**config.mk**
```make
export PLATFORM = sky130hd
export DESIGN_NAME = stopwatch_control_flat
export DESIGN_NICKNAME = d
export VERILOG_FILES = /design/src/rtl/stopwatch_pkg.sv /design/src/rtl/stopwatch_control_if.sv /design/src/rtl/button_debounce.sv /design/src/rtl/stopwatch_control.sv /design/src/flat_wrapper.sv
export SDC_FILE = /design/constraint.sdc
export NUM_CORES = 1
export LEC_CHECK = 0
export CAP_MARGIN = 20
export CELL_PAD_IN_SITES_DETAIL_PLACEMENT = 1
export CELL_PAD_IN_SITES_GLOBAL_PLACEMENT = 2
export CORE_MARGIN = 2
export CORE_UTILIZATION = 34
export DETAILED_ROUTE_END_ITERATION = 10
export GPL_ROUTABILITY_DRIVEN = 0
export GPL_TIMING_DRIVEN = 0
export PLACE_DENSITY_LB_ADDON = 0.1
export SETUP_SLACK_MARGIN = 0.3
export SLEW_MARGIN = 20
export SYNTH_ARGS = -nofsm -noshare
export SYNTH_HDL_FRONTEND = slang
export SYNTH_SLANG_ARGS = --single-unit
export TNS_END_PERCENT = 1
```
**constraint.sdc**
```tcl
create_clock -name clock -period 2 [get_ports clock]
set_clock_uncertainty 0.1 [all_clocks]
set_input_delay 0.6 -clock clock [delete_from_list [all_inputs] [get_ports clock]]
set_output_delay 0.6 -clock clock [all_outputs]
set_load 0.02 [all_outputs]
```
**src/rtl/stopwatch_pkg.sv**
```systemverilog
// Shared definitions for the stopwatch: FSM state encoding and default timing constants.
package stopwatch_pkg;

   localparam int unsigned CLK_HZ        = 50_000_000;
   localparam int unsigned TICK_10MS     = 500_000;
   localparam int unsigned DEBOUNCE_20MS = 1_000_000;

   localparam logic [1:0] ST_IDLE    = 2'd0;
   localparam logic [1:0] ST_RUNNING = 2'd1;
   localparam logic [1:0] ST_LAP     = 2'd2;
   localparam logic [1:0] ST_PAUSED  = 2'd3;

   typedef enum logic [1:0] {
      StIdle    = ST_IDLE,
      StRunning = ST_RUNNING,
      StLap     = ST_LAP,
      StPaused  = ST_PAUSED
   } state_e;

   function automatic logic is_running(input state_e s);
      return (s == StRunning) || (s == StLap);
   endfunction

endpackage

```
**src/rtl/stopwatch_control_if.sv**
```systemverilog
// Button inputs and control outputs between the board/test harness and stopwatch_control.
interface stopwatch_control_if;

   logic       start_stop_n;
   logic       clear_lap_n;
   logic       tick;
   logic       count_clear;
   logic       freeze;
   logic       running;
   logic [1:0] state;

   modport master (
      output start_stop_n, clear_lap_n,
      input  tick, count_clear, freeze, running, state
   );

   modport slave (
      input  start_stop_n, clear_lap_n,
      output tick, count_clear, freeze, running, state
   );

endinterface

```
**src/rtl/button_debounce.sv**
```systemverilog
// Synchronizes and debounces one active-low pushbutton; emits a one-cycle press pulse.
module button_debounce #(
   parameter int unsigned DEBOUNCE_CYCLES = 1_000_000
) (
   input  logic clock,
   input  logic reset,
   input  logic key_n_i,
   output logic press_o
);

   localparam int unsigned CntW = (DEBOUNCE_CYCLES > 1) ? $clog2(DEBOUNCE_CYCLES) : 1;
   localparam logic [CntW-1:0] CntMax = CntW'(DEBOUNCE_CYCLES - 1);

   logic            sync1_q, sync2_q;
   logic            stable_q, armed_q, press_q;
   logic [CntW-1:0] cnt_q;
   logic            accept;

   assign accept = (sync2_q != stable_q) && (cnt_q == CntMax);

   // Left out of reset so a key held through reset is seen as low right away.
   always_ff @(posedge clock) begin
      sync1_q <= key_n_i;
      sync2_q <= sync1_q;
   end

   always_ff @(posedge clock) begin
      if (reset) begin
         stable_q <= 1'b1;
         cnt_q    <= '0;
         press_q  <= 1'b0;
         armed_q  <= 1'b0;
      end else begin
         if (sync2_q == stable_q) begin
            cnt_q <= '0;
         end else if (accept) begin
            stable_q <= sync2_q;
            cnt_q    <= '0;
         end else begin
            cnt_q <= cnt_q + 1'b1;
         end
         press_q <= accept & ~sync2_q & armed_q;
         // Arms only once a released level is seen, so a key held over reset needs a re-press.
         armed_q <= armed_q | (stable_q & sync2_q);
      end
   end

   assign press_o = press_q;

endmodule

```
**src/rtl/stopwatch_control.sv**
```systemverilog
// Stopwatch front end: button debounce, start/stop/lap/clear FSM, and the gated count tick.
module stopwatch_control
   import stopwatch_pkg::*;
#(
   parameter int unsigned DEBOUNCE_CYCLES = DEBOUNCE_20MS,
   parameter int unsigned TICK_CYCLES     = TICK_10MS
) (
   input  logic                clock,
   input  logic                reset,
   stopwatch_control_if.slave  bus
);

   localparam int unsigned PrescW = (TICK_CYCLES > 1) ? $clog2(TICK_CYCLES) : 1;
   localparam logic [PrescW-1:0] PrescMax = PrescW'(TICK_CYCLES - 1);

   state_e              state_q, state_d;
   logic                clear_q, clear_d;
   logic                tick_q;
   logic [PrescW-1:0]   presc_q;
   logic                start_ev, clear_ev;

   button_debounce #(.DEBOUNCE_CYCLES(DEBOUNCE_CYCLES)) u_start_db (
      .clock   (clock),
      .reset   (reset),
      .key_n_i (bus.start_stop_n),
      .press_o (start_ev)
   );

   button_debounce #(.DEBOUNCE_CYCLES(DEBOUNCE_CYCLES)) u_clear_db (
      .clock   (clock),
      .reset   (reset),
      .key_n_i (bus.clear_lap_n),
      .press_o (clear_ev)
   );

   always_ff @(posedge clock) begin
      if (reset) begin
         state_q <= StIdle;
         clear_q <= 1'b1;
      end else begin
         state_q <= state_d;
         clear_q <= clear_d;
      end
   end

   // Start has priority; a clear_lap event in the same cycle is dropped.
   always_comb begin
      state_d = state_q;
      clear_d = 1'b0;
      if (start_ev) begin
         unique case (state_q)
            StIdle:    state_d = StRunning;
            StRunning: state_d = StPaused;
            StLap:     state_d = StPaused;
            StPaused:  state_d = StRunning;
         endcase
      end else if (clear_ev) begin
         unique case (state_q)
            StIdle:    clear_d = 1'b1;
            StRunning: state_d = StLap;
            StLap:     state_d = StRunning;
            StPaused: begin
               state_d = StIdle;
               clear_d = 1'b1;
            end
         endcase
      end
   end

   // Prescaler holds its value while paused so the fractional tick survives a pause.
   always_ff @(posedge clock) begin
      if (reset) begin
         presc_q <= '0;
         tick_q  <= 1'b0;
      end else begin
         tick_q <= 1'b0;
         if (is_running(state_q)) begin
            if (presc_q == PrescMax) begin
               presc_q <= '0;
               tick_q  <= 1'b1;
            end else begin
               presc_q <= presc_q + 1'b1;
            end
         end else if (state_q == StIdle) begin
            presc_q <= '0;
         end
      end
   end

   assign bus.tick        = tick_q;
   assign bus.count_clear = clear_q | reset;
   assign bus.freeze      = (state_q == StLap);
   assign bus.running     = is_running(state_q);
   assign bus.state       = state_q;

endmodule

```
**src/flat_wrapper.sv**
```systemverilog
// flat-port wrapper written by rule: the top's interface ports become plain ports
module stopwatch_control_flat import stopwatch_pkg::*;
#(
   parameter int unsigned DEBOUNCE_CYCLES = DEBOUNCE_20MS,
   parameter int unsigned TICK_CYCLES     = TICK_10MS
)
  (clock, reset, bus_start_stop_n, bus_clear_lap_n, bus_tick, bus_count_clear, bus_freeze, bus_running, bus_state);
  stopwatch_control_if bus_i ();
  input  logic clock;
  input  logic reset;
  input wire logic [$bits(bus_i.start_stop_n)-1:0] bus_start_stop_n;
  input wire logic [$bits(bus_i.clear_lap_n)-1:0] bus_clear_lap_n;
  output wire logic [$bits(bus_i.tick)-1:0] bus_tick;
  output wire logic [$bits(bus_i.count_clear)-1:0] bus_count_clear;
  output wire logic [$bits(bus_i.freeze)-1:0] bus_freeze;
  output wire logic [$bits(bus_i.running)-1:0] bus_running;
  output wire logic [$bits(bus_i.state)-1:0] bus_state;
  assign bus_i.start_stop_n = bus_start_stop_n;
  assign bus_i.clear_lap_n = bus_clear_lap_n;
  assign bus_tick = bus_i.tick;
  assign bus_count_clear = bus_i.count_clear;
  assign bus_freeze = bus_i.freeze;
  assign bus_running = bus_i.running;
  assign bus_state = bus_i.state;
  stopwatch_control #(.DEBOUNCE_CYCLES(DEBOUNCE_CYCLES), .TICK_CYCLES(TICK_CYCLES)) u_core (.clock(clock), .reset(reset), .bus(bus_i));
endmodule
```
==> results of run 1 <==
[worst max-delay path by stage]
| stage | slack (ns) | from | endpoint |
|---|---|---|---|
| 5_1_grt | -0.02 | u_core.bus.state[0]$_SDFFE_PP0P_ | bus_running |
| 2_1_floorplan | 0.25 | u_core.bus.state[0]$_SDFFE_PP0P_ | u_core.presc_q[16]$_SDFFE_PP0P_ |
| 3_5_place_dp | -0.86 | reset | bus_count_clear |
| 3_3_place_gp | -0.90 | reset | bus_count_clear |
| 4_1_cts | 0.02 | u_core.bus.state[0]$_SDFFE_PP0P_ | bus_running |
| 6_report | 0.008 | reset | bus_count_clear |
[stage by stage]
step / instance area, µm² / total power, W / cells / setup TNS, ns
3_5_place_dp: 3600 / 0.00157 / 520 / -6.67
2_1_floorplan: 3350 / 0.00154 / 378 / 0
5_1_grt: 4350 / 0.00292 / 545 / -0.0368
6_report: 4350 / 0.00279 / 545 / 0
4_1_cts: 3910 / 0.00282 / 543 / 0
3_3_place_gp: 3600 / 0.00157 / 520 / -6.76
[synth_stat cells (2+ instances only)]
library cell   n
ha_1           9
xnor2_1       10
nor4b_1        7
and4_1         4
dfxtp_1       73
a31oi_1        3
or3_1          4
o21a_1         2
buf_4          3
nand2_1       23
buf_6          2
xor2_1        26
a21o_1         9
nor4_1        10
nor2_1        61
nand2b_1       2
or2_2          5
nand4_1       16
buf_2          5
nor3_1         8
o21ai_0       10
nand3b_1       3
inv_1         15
mux2i_1        2
o21ai_1        2
nand3_1       27
a21oi_1       13
and3_1         8
[metal layers]
metal / vias up / share of wire, %
li1: 1392 / -
met1: 1355 / 48
met2: 23 / 48
met3: 13 / 2.1
met4: 0 / 2.2
met5: - / 0
[registers in the layout, indices dropped and copies added (netlist names)]
signal                      cells
u_core.u_clear_db.cnt_q        20
u_core.u_start_db.cnt_q        20
u_core.presc_q                 19
u_core.bus.state                2
u_core.bus.tick                 1
u_core.clear_q                  1
u_core.u_clear_db.armed_q       1
u_core.u_clear_db.press_o       1
u_core.u_clear_db.stable_q      1
u_core.u_clear_db.sync1_q       1
u_core.u_clear_db.sync2_q       1
u_core.u_start_db.armed_q       1
u_core.u_start_db.press_o       1
u_core.u_start_db.stable_q      1
u_core.u_start_db.sync1_q       1
u_core.u_start_db.sync2_q       1
[power breakdown]
| group | internal [W] | leakage, nW | switching, W |
|---|---|---|---|
| clock | 0.000679 | 0.107 | 0.000552 |
| sequential | 0.00146 | 0.602 | 0.0000126 |
| combinational | 0.0000390 | 0.780 | 0.0000512 |
[layout make-up]
type / count / share of cell area, %
inverter: 15 / 1.41
multi-input combinational: 280 / 49.4
tap: 133 / 3.83
clock buffer: 14 / 3.97
clock inverter: 2 / 0.806
timing repair buffer: 18 / 3.43
buffer: 10 / 2.51
sequential: 73 / 34.6
[timing repair]
item                                    in CTS  in global routing
resized for setup                           33                117
setup buffers                                7                  2
pin swaps                                    3                 57
endpoints found under the setup margin      67                 68
[cell usage in the layout (no fill, tap or decap), types with 6 or more instances in the layout]
cell,n
dfxtp_1,50
nor2_1,30
nand3_1,27
xor2_1,26
nand2_1,22
nor2_4,19
dfxtp_2,17
nand4_1,16
inv_1,13
nor2_2,12
a21oi_1,12
clkbuf_8,12
buf_4,11
xnor2_1,10
o21ai_0,10
buf_6,9
a21o_1,9
and3_1,8
nor4_1,7
ha_4,6
dfxtp_4,6
[cell families after synthesis]
family                     synth area share [%]
and+or+nand+nor                            29.7
DFF                                        44.1
AOI/OAI and AO/OA                          8.84
xor gates and xnor gates                   9.52
buffers and inverters                      3.81
adders and majority gates                  3.40
muxes                                     0.604
==> impl_metrics.json, run 1 <==
{
  "outcome": "complete, no violations",
  "vdd_drop_max_mv": 0.261,
  "rr_startpoint": "u_core.bus.state[1]$_SDFFE_PP0P_",
  "dp_hpwl_um": 5460,
  "clk_latency_ns": 0.35,
  "core_area_um2": 9590,
  "synth-edff-count": 0,
  "via_per_inst": 5.11,
  "synth_area_per_cell_um2": 8.77,
  "grt_max_degree": 12,
  "endpoint_kind": "output pin",
  "io_pins": 10,
  "tightestPinTransition_ns": 0.550,
  "crit_slowest_cell": "or2_4",
  "power_density_nw_per_um2": 643,
  "hold_buffers": 0,
  "hold_ws_ns": 0.228,
  "numCtsBuffers": 9,
  "hold_viol_final": 0,
  "num_rows": 36,
  "hold_end": "u_core.u_clear_db.sync2_q$_DFF_P_",
  "syn_area_um2": 3310,
  "grt.busiest_layer": "met2",
  "nFillCells": 1097,
  "critPathBufInv": 3,
  "hold_path.class": "flop to flop",
  "fmax_ghz": 0.502,
  "grt_setup_unrepaired": "true",
  "drv_slew": 0,
  "num_vias": 2783,
  "gr-usage-all-layers_pct": 16.5,
  "grt_pass1_wl_um": 13400,
  "yosys.area.top_type": "dfxtp_1",
  "slew-limit-headroom_pct": 63.2,
  "ys_seq_area_share_pct": 44.1,
  "post-route-util_pct": 45.3,
  "drt_pre_antenna_iters": 4,
  "register_area_um2": 1510,
  "crit_type": "input pin to output pin",
  "pre_cts_ws_ns": -0.855,
  "synth_top_cell_area_share_pct": 44.1,
  "ys_ff_latch": 73,
  "cts_tree": "yes",
  "cts_buffer_depth": 2,
  "crit_chain": "clkbuf_4 > buf_6 > or2_4 > buf_2",
  "reg2reg_depth": 7,
  "antenna_cells": 0,
  "fin_nets": 420,
  "antenna_found_initial": 0,
  "dieArea_um2": 10600,
  "drc_errors": 0,
  "port_buffers": 9,
  "ys_top_cells_by_area": "dfxtp_1, nor2_1, xor2_1",
  "cts_sinks": 73,
  "r2r-end": "u_core.presc_q[15]$_SDFFE_PP0P_",
  "grt_pass1_vias": 2767,
  "min_from": "u_core.u_clear_db.sync1_q$_DFF_P_",
  "synth_fp_nets": 391,
  "cp_top_family": "buffers and inverters",
  "crit_path_start_kind": "input pin",
  "die_height_um": 103,
  "path_max_fanout": 6,
  "ys.flop_type": "dfxtp_1",
  "power.leakage_nw": 1.49,
  "period_needed_ns": 1.99,
  "synth_cell_type_count": 44,
  "fin_ws_ns": 0.00795,
  "postRouteAntennaNets": 0,
  "grt_overflow": 0,
  "met2_usage_pct": 26.5,
  "async_flop_share_pct": 0,
  "cp_num_cells": 4,
  "cts.reportedPaths.clkPinSlew_ns": 0.07,
  "wl_per_cell_um": 15.5,
  "critPathMaxStageDelay_ns": 0.23,
  "cp.arrival_ns": 1.29,
  "grtUsageMet1_pct": 21.4,
  "drt-initial-drc-count": 47,
  "fin_crit_sh_pct": 99.6,
  "multi_input_area_um2": 2150,
  "r2r_slack_ns": 0.11,
  "maxCapViolCount": 0,
  "holdPathStages": 0,
  "ys_warn_count": 0,
  "htreeDepth": 3,
  "initial_core_util_pct": 34.5,
  "finalSetupViolCount": 0,
  "synth_cells": 378,
  "cp.required_ns": 1.30,
  "routed_wl_um": 8420,
  "met3_usage_pct": 2.64,
  "cts-root-buf": "clkbuf_8",
  "layout-drive-gt1-share_pct": 30.6,
  "die_w_um": 103,
  "syn_to_final_growth_pct": 31.2
}
Note: power is estimated with default switching activity, not from simulation.
==> run 2: changes to the inputs <==
--- a/config.mk
+++ b/config.mk
@@ -9,7 +9,7 @@
 export CELL_PAD_IN_SITES_DETAIL_PLACEMENT = 1
 export CELL_PAD_IN_SITES_GLOBAL_PLACEMENT = 2
 export CORE_MARGIN = 2
-export CORE_UTILIZATION = 34
+export CORE_UTILIZATION = 35
 export DETAILED_ROUTE_END_ITERATION = 10
 export GPL_ROUTABILITY_DRIVEN = 0
 export GPL_TIMING_DRIVEN = 0
@@ -18,5 +18,6 @@
 export SLEW_MARGIN = 20
 export SYNTH_ARGS = -nofsm -noshare
 export SYNTH_HDL_FRONTEND = slang
+export SYNTH_HIERARCHICAL = 1
 export SYNTH_SLANG_ARGS = --single-unit
 export TNS_END_PERCENT = 1
==> run 2 against run 1 <==
Worst setup slack got worse by 0.052 ns. Register-to-register slack barely moved. The flow now finishes with violations (setup timing). Count of clock-buffer cells in the layout fell by 3. Highest routed layer unchanged.
==> impl_metrics.json, run 2 <==
{
  "vdd_drop_max_mv": 0.316,
  "drt_pre_antenna_iters": 4,
  "clk_latency_ns": 0.36,
  "p_seq_share_pct": 48.4,
  "htreeDepth": 3,
  "io_pins": 10,
  "crit_path_start_kind": "flop",
  "crit_type": "flop to output pin",
  "slew-limit-headroom_pct": 71.6,
  "num_rows": 36,
  "fin_ws_ns": -0.0445,
  "r2r_slack_ns": 0.10,
  "synth_top_cell_area_share_pct": 41.5,
  "reg2reg_depth": 7,
  "drv_slew": 0,
  "die_height_um": 104,
  "final_cell_mix": "dfxtp_1, nor2_1, nand3_1",
  "antenna_found_initial": 0,
  "cts_buffer_depth": 2,
  "synth_area_per_cell_um2": 9.01,
  "maxCapViolCount": 0,
  "hold_path.class": "flop to flop",
  "synth-edff-count": 0,
  "combPwrFrac_pct": 2.6,
  "dp_hpwl_um": 5910,
  "hold_ws_ns": 0.233,
  "synth_fp_nets": 404,
  "clkPwrFrac_pct": 49.0,
  "power.leakage_nw": 1.43,
  "syn_to_final_growth_pct": 30.9,
  "core_area_um2": 9770,
  "switching_power_w": 0.000634,
  "synth.most_common_cell": "dfxtp_1",
  "p_int_w": 0.00239,
  "dieArea_um2": 10900,
  "layout-drive-gt1-share_pct": 33.3,
  "pre_cts_ws_ns": -0.996,
  "holdPathStages": 0,
  "violations": "setup timing",
  "fin_tns_setup_ns": -0.0445,
  "rr_startpoint": "u_core/presc_q[1]$_SDFFE_PP0P_",
  "cp.arrival_ns": 1.34,
  "fmax_ghz": 0.489,
  "ys_warn_count": 6,
  "grt_pass1_vias": 3017,
  "postRouteAntennaNets": 0,
  "die_w_um": 104,
  "post-route-util_pct": 47.2,
  "synth_common_cells": "dfxtp_1, nor2_1, nand3_1",
  "ys_ff_latch": 73,
  "r2r-end": "u_core/presc_q[16]$_SDFFE_PP0P_",
  "initial_core_util_pct": 36.0,
  "startpoint": "u_core/bus.state[0]$_SDFFE_PP0P_",
  "syn_area_um2": 3520,
  "fin_crit_sh_pct": 102,
  "cp.required_ns": 1.30,
  "ys_seq_area_share_pct": 41.5,
  "cts.reportedPaths.clkPinSlew_ns": 0.08,
  "antenna_cells": 0,
  "async_flop_share_pct": 0,
  "endpoint_kind": "output pin",
  "tightestPinTransition_ns": 0.425,
  "fin_nets": 435,
  "grt_setup_unrepaired": "true",
  "period_needed_ns": 2.04,
  "gr-usage-all-layers_pct": 16.7,
  "synth_cells": 391,
  "ys.flop_type": "dfxtp_1",
  "outcome": "complete, but fails checks",
  "yosys.area.top_type": "dfxtp_1",
  "final_common_cell": "dfxtp_1",
  "synth_cell_type_count": 52,
  "grt_max_degree": 16,
  "path_max_fanout": 2,
  "grt_overflow": 0,
  "drc_errors": 0,
  "routed_wl_um": 8720,
  "numCtsBuffers": 9,
  "wl_per_cell_um": 15.6,
  "port_buffers": 9,
  "swShare_pct": 20.9,
  "cts_tree": "yes",
  "num_vias": 2933,
  "drt-initial-drc-count": 73,
  "ys_top_cells_by_area": "dfxtp_1, nor2_1, xnor2_1",
  "grt_pass1_wl_um": 14800,
  "power_density_nw_per_um2": 657,
  "hold_viol_final": 0,
  "cts_sinks": 73,
  "crit_end": "bus_running",
  "hold_buffers": 0,
  "cts-root-buf": "clkbuf_8",
  "top_regs": "u_core/u_clear_db/cnt_q (20), u_core/u_start_db/cnt_q (20), u_core/presc_q (19)",
  "nFillCells": 1118,
  "via_per_inst": 5.25,
  "finalSetupViolCount": 1
}
==> run 2: per-layer routing <==
| metal | up-vias | wire length [µm] | global-route usage, % |
|---|---|---|---|
| met2 | 18 | 4300 | 27.8 |
| met1 | 1424 | 4150 | 21.2 |
| met4 | 0 | 119 | 6.08 |
| met5 | - | 0 | 0 |
| met3 | 8 | 150 | 3.63 |
| li1 | 1483 | - | - |
==> run 2: cell type report <==
type	instances	area [µm²]	share of cell area, %
Sequential cell	73	1510	32.8
Tap cell	133	166	3.61
Clock inverter	4	98.8	2.14
Inverter	12	62.6	1.36
Clock buffer	11	153	3.31
Buffer	12	138	2.98
Multi-Input combinational cell	294	2290	49.6
Timing Repair Buffer	20	194	4.21
==> run 2: critical path, cell delays in order (launching register included) <==
cell        delay [ns]
dfxtp_4           0.36
inv_2             0.04
ha_4              0.26
clkbuf_16         0.12
clkinvlp_4        0.07
buf_6             0.13
==> run 2: worst min-delay path by stage <==
stage,startpoint,to,slack (ns)
final,u_core/u_clear_db/sync1_q$_DFF_P_,u_core/u_clear_db/sync2_q$_DFF_P_,0.23
after global routing,u_core/u_clear_db/sync1_q$_DFF_P_,u_core/u_clear_db/sync2_q$_DFF_P_,0.24
after detailed placement,u_core/u_clear_db/sync1_q$_DFF_P_,u_core/u_clear_db/sync2_q$_DFF_P_,0.22
after floorplan,u_core/u_clear_db/sync1_q$_DFF_P_,u_core/u_clear_db/sync2_q$_DFF_P_,0.21
after global placement,u_core/u_clear_db/sync1_q$_DFF_P_,u_core/u_clear_db/sync2_q$_DFF_P_,0.21
after CTS,u_core/u_clear_db/sync1_q$_DFF_P_,u_core/u_clear_db/sync2_q$_DFF_P_,0.24
==> run 2: through the flow <==
step | power, W | cells | cell area (µm²)
floorplan | 0.00154 | 391 | 3580
global placement | 0.00156 | 533 | 3840
detailed placement | 0.00156 | 533 | 3840
CTS | 0.00307 | 552 | 4250
global route | 0.00314 | 559 | 4610
finish | 0.00303 | 559 | 4610
==> run 2: repair_timing <==
item | in CTS | in global routing
gates cloned | 0 | 0
endpoints found under the hold margin | 0 | 0
setup buffers | 4 | 7
pin swaps | 31 | 43
setup endpoints to repair | 66 | 61
resized for setup | 64 | 91
==> run 2: logic make-up (layout without fill, tap and decap cells) <==
kind of cell	Yosys count	count (layout)	share of synthesized area, %
and+or+nand+nor	195	195	31.7
DFF	73	73	41.5
AOI/OAI and AO/OA	47	47	8.17
xor gates and xnor gates	28	28	6.96
buffers and inverters	24	59	4.19
muxes	15	15	4.26
adders and majority gates	9	9	3.20
==> run 2: power by group through the flow <==
stage          sequential [W]  combinational (W)  clock (W)
2_1_floorplan         0.00150          0.0000328          0
3_3_place_gp          0.00150          0.0000565          0
3_5_place_dp          0.00150          0.0000573          0
4_1_cts               0.00147          0.0000635    0.00153
5_1_grt               0.00147          0.0000886    0.00158
6_report              0.00146          0.0000797    0.00148
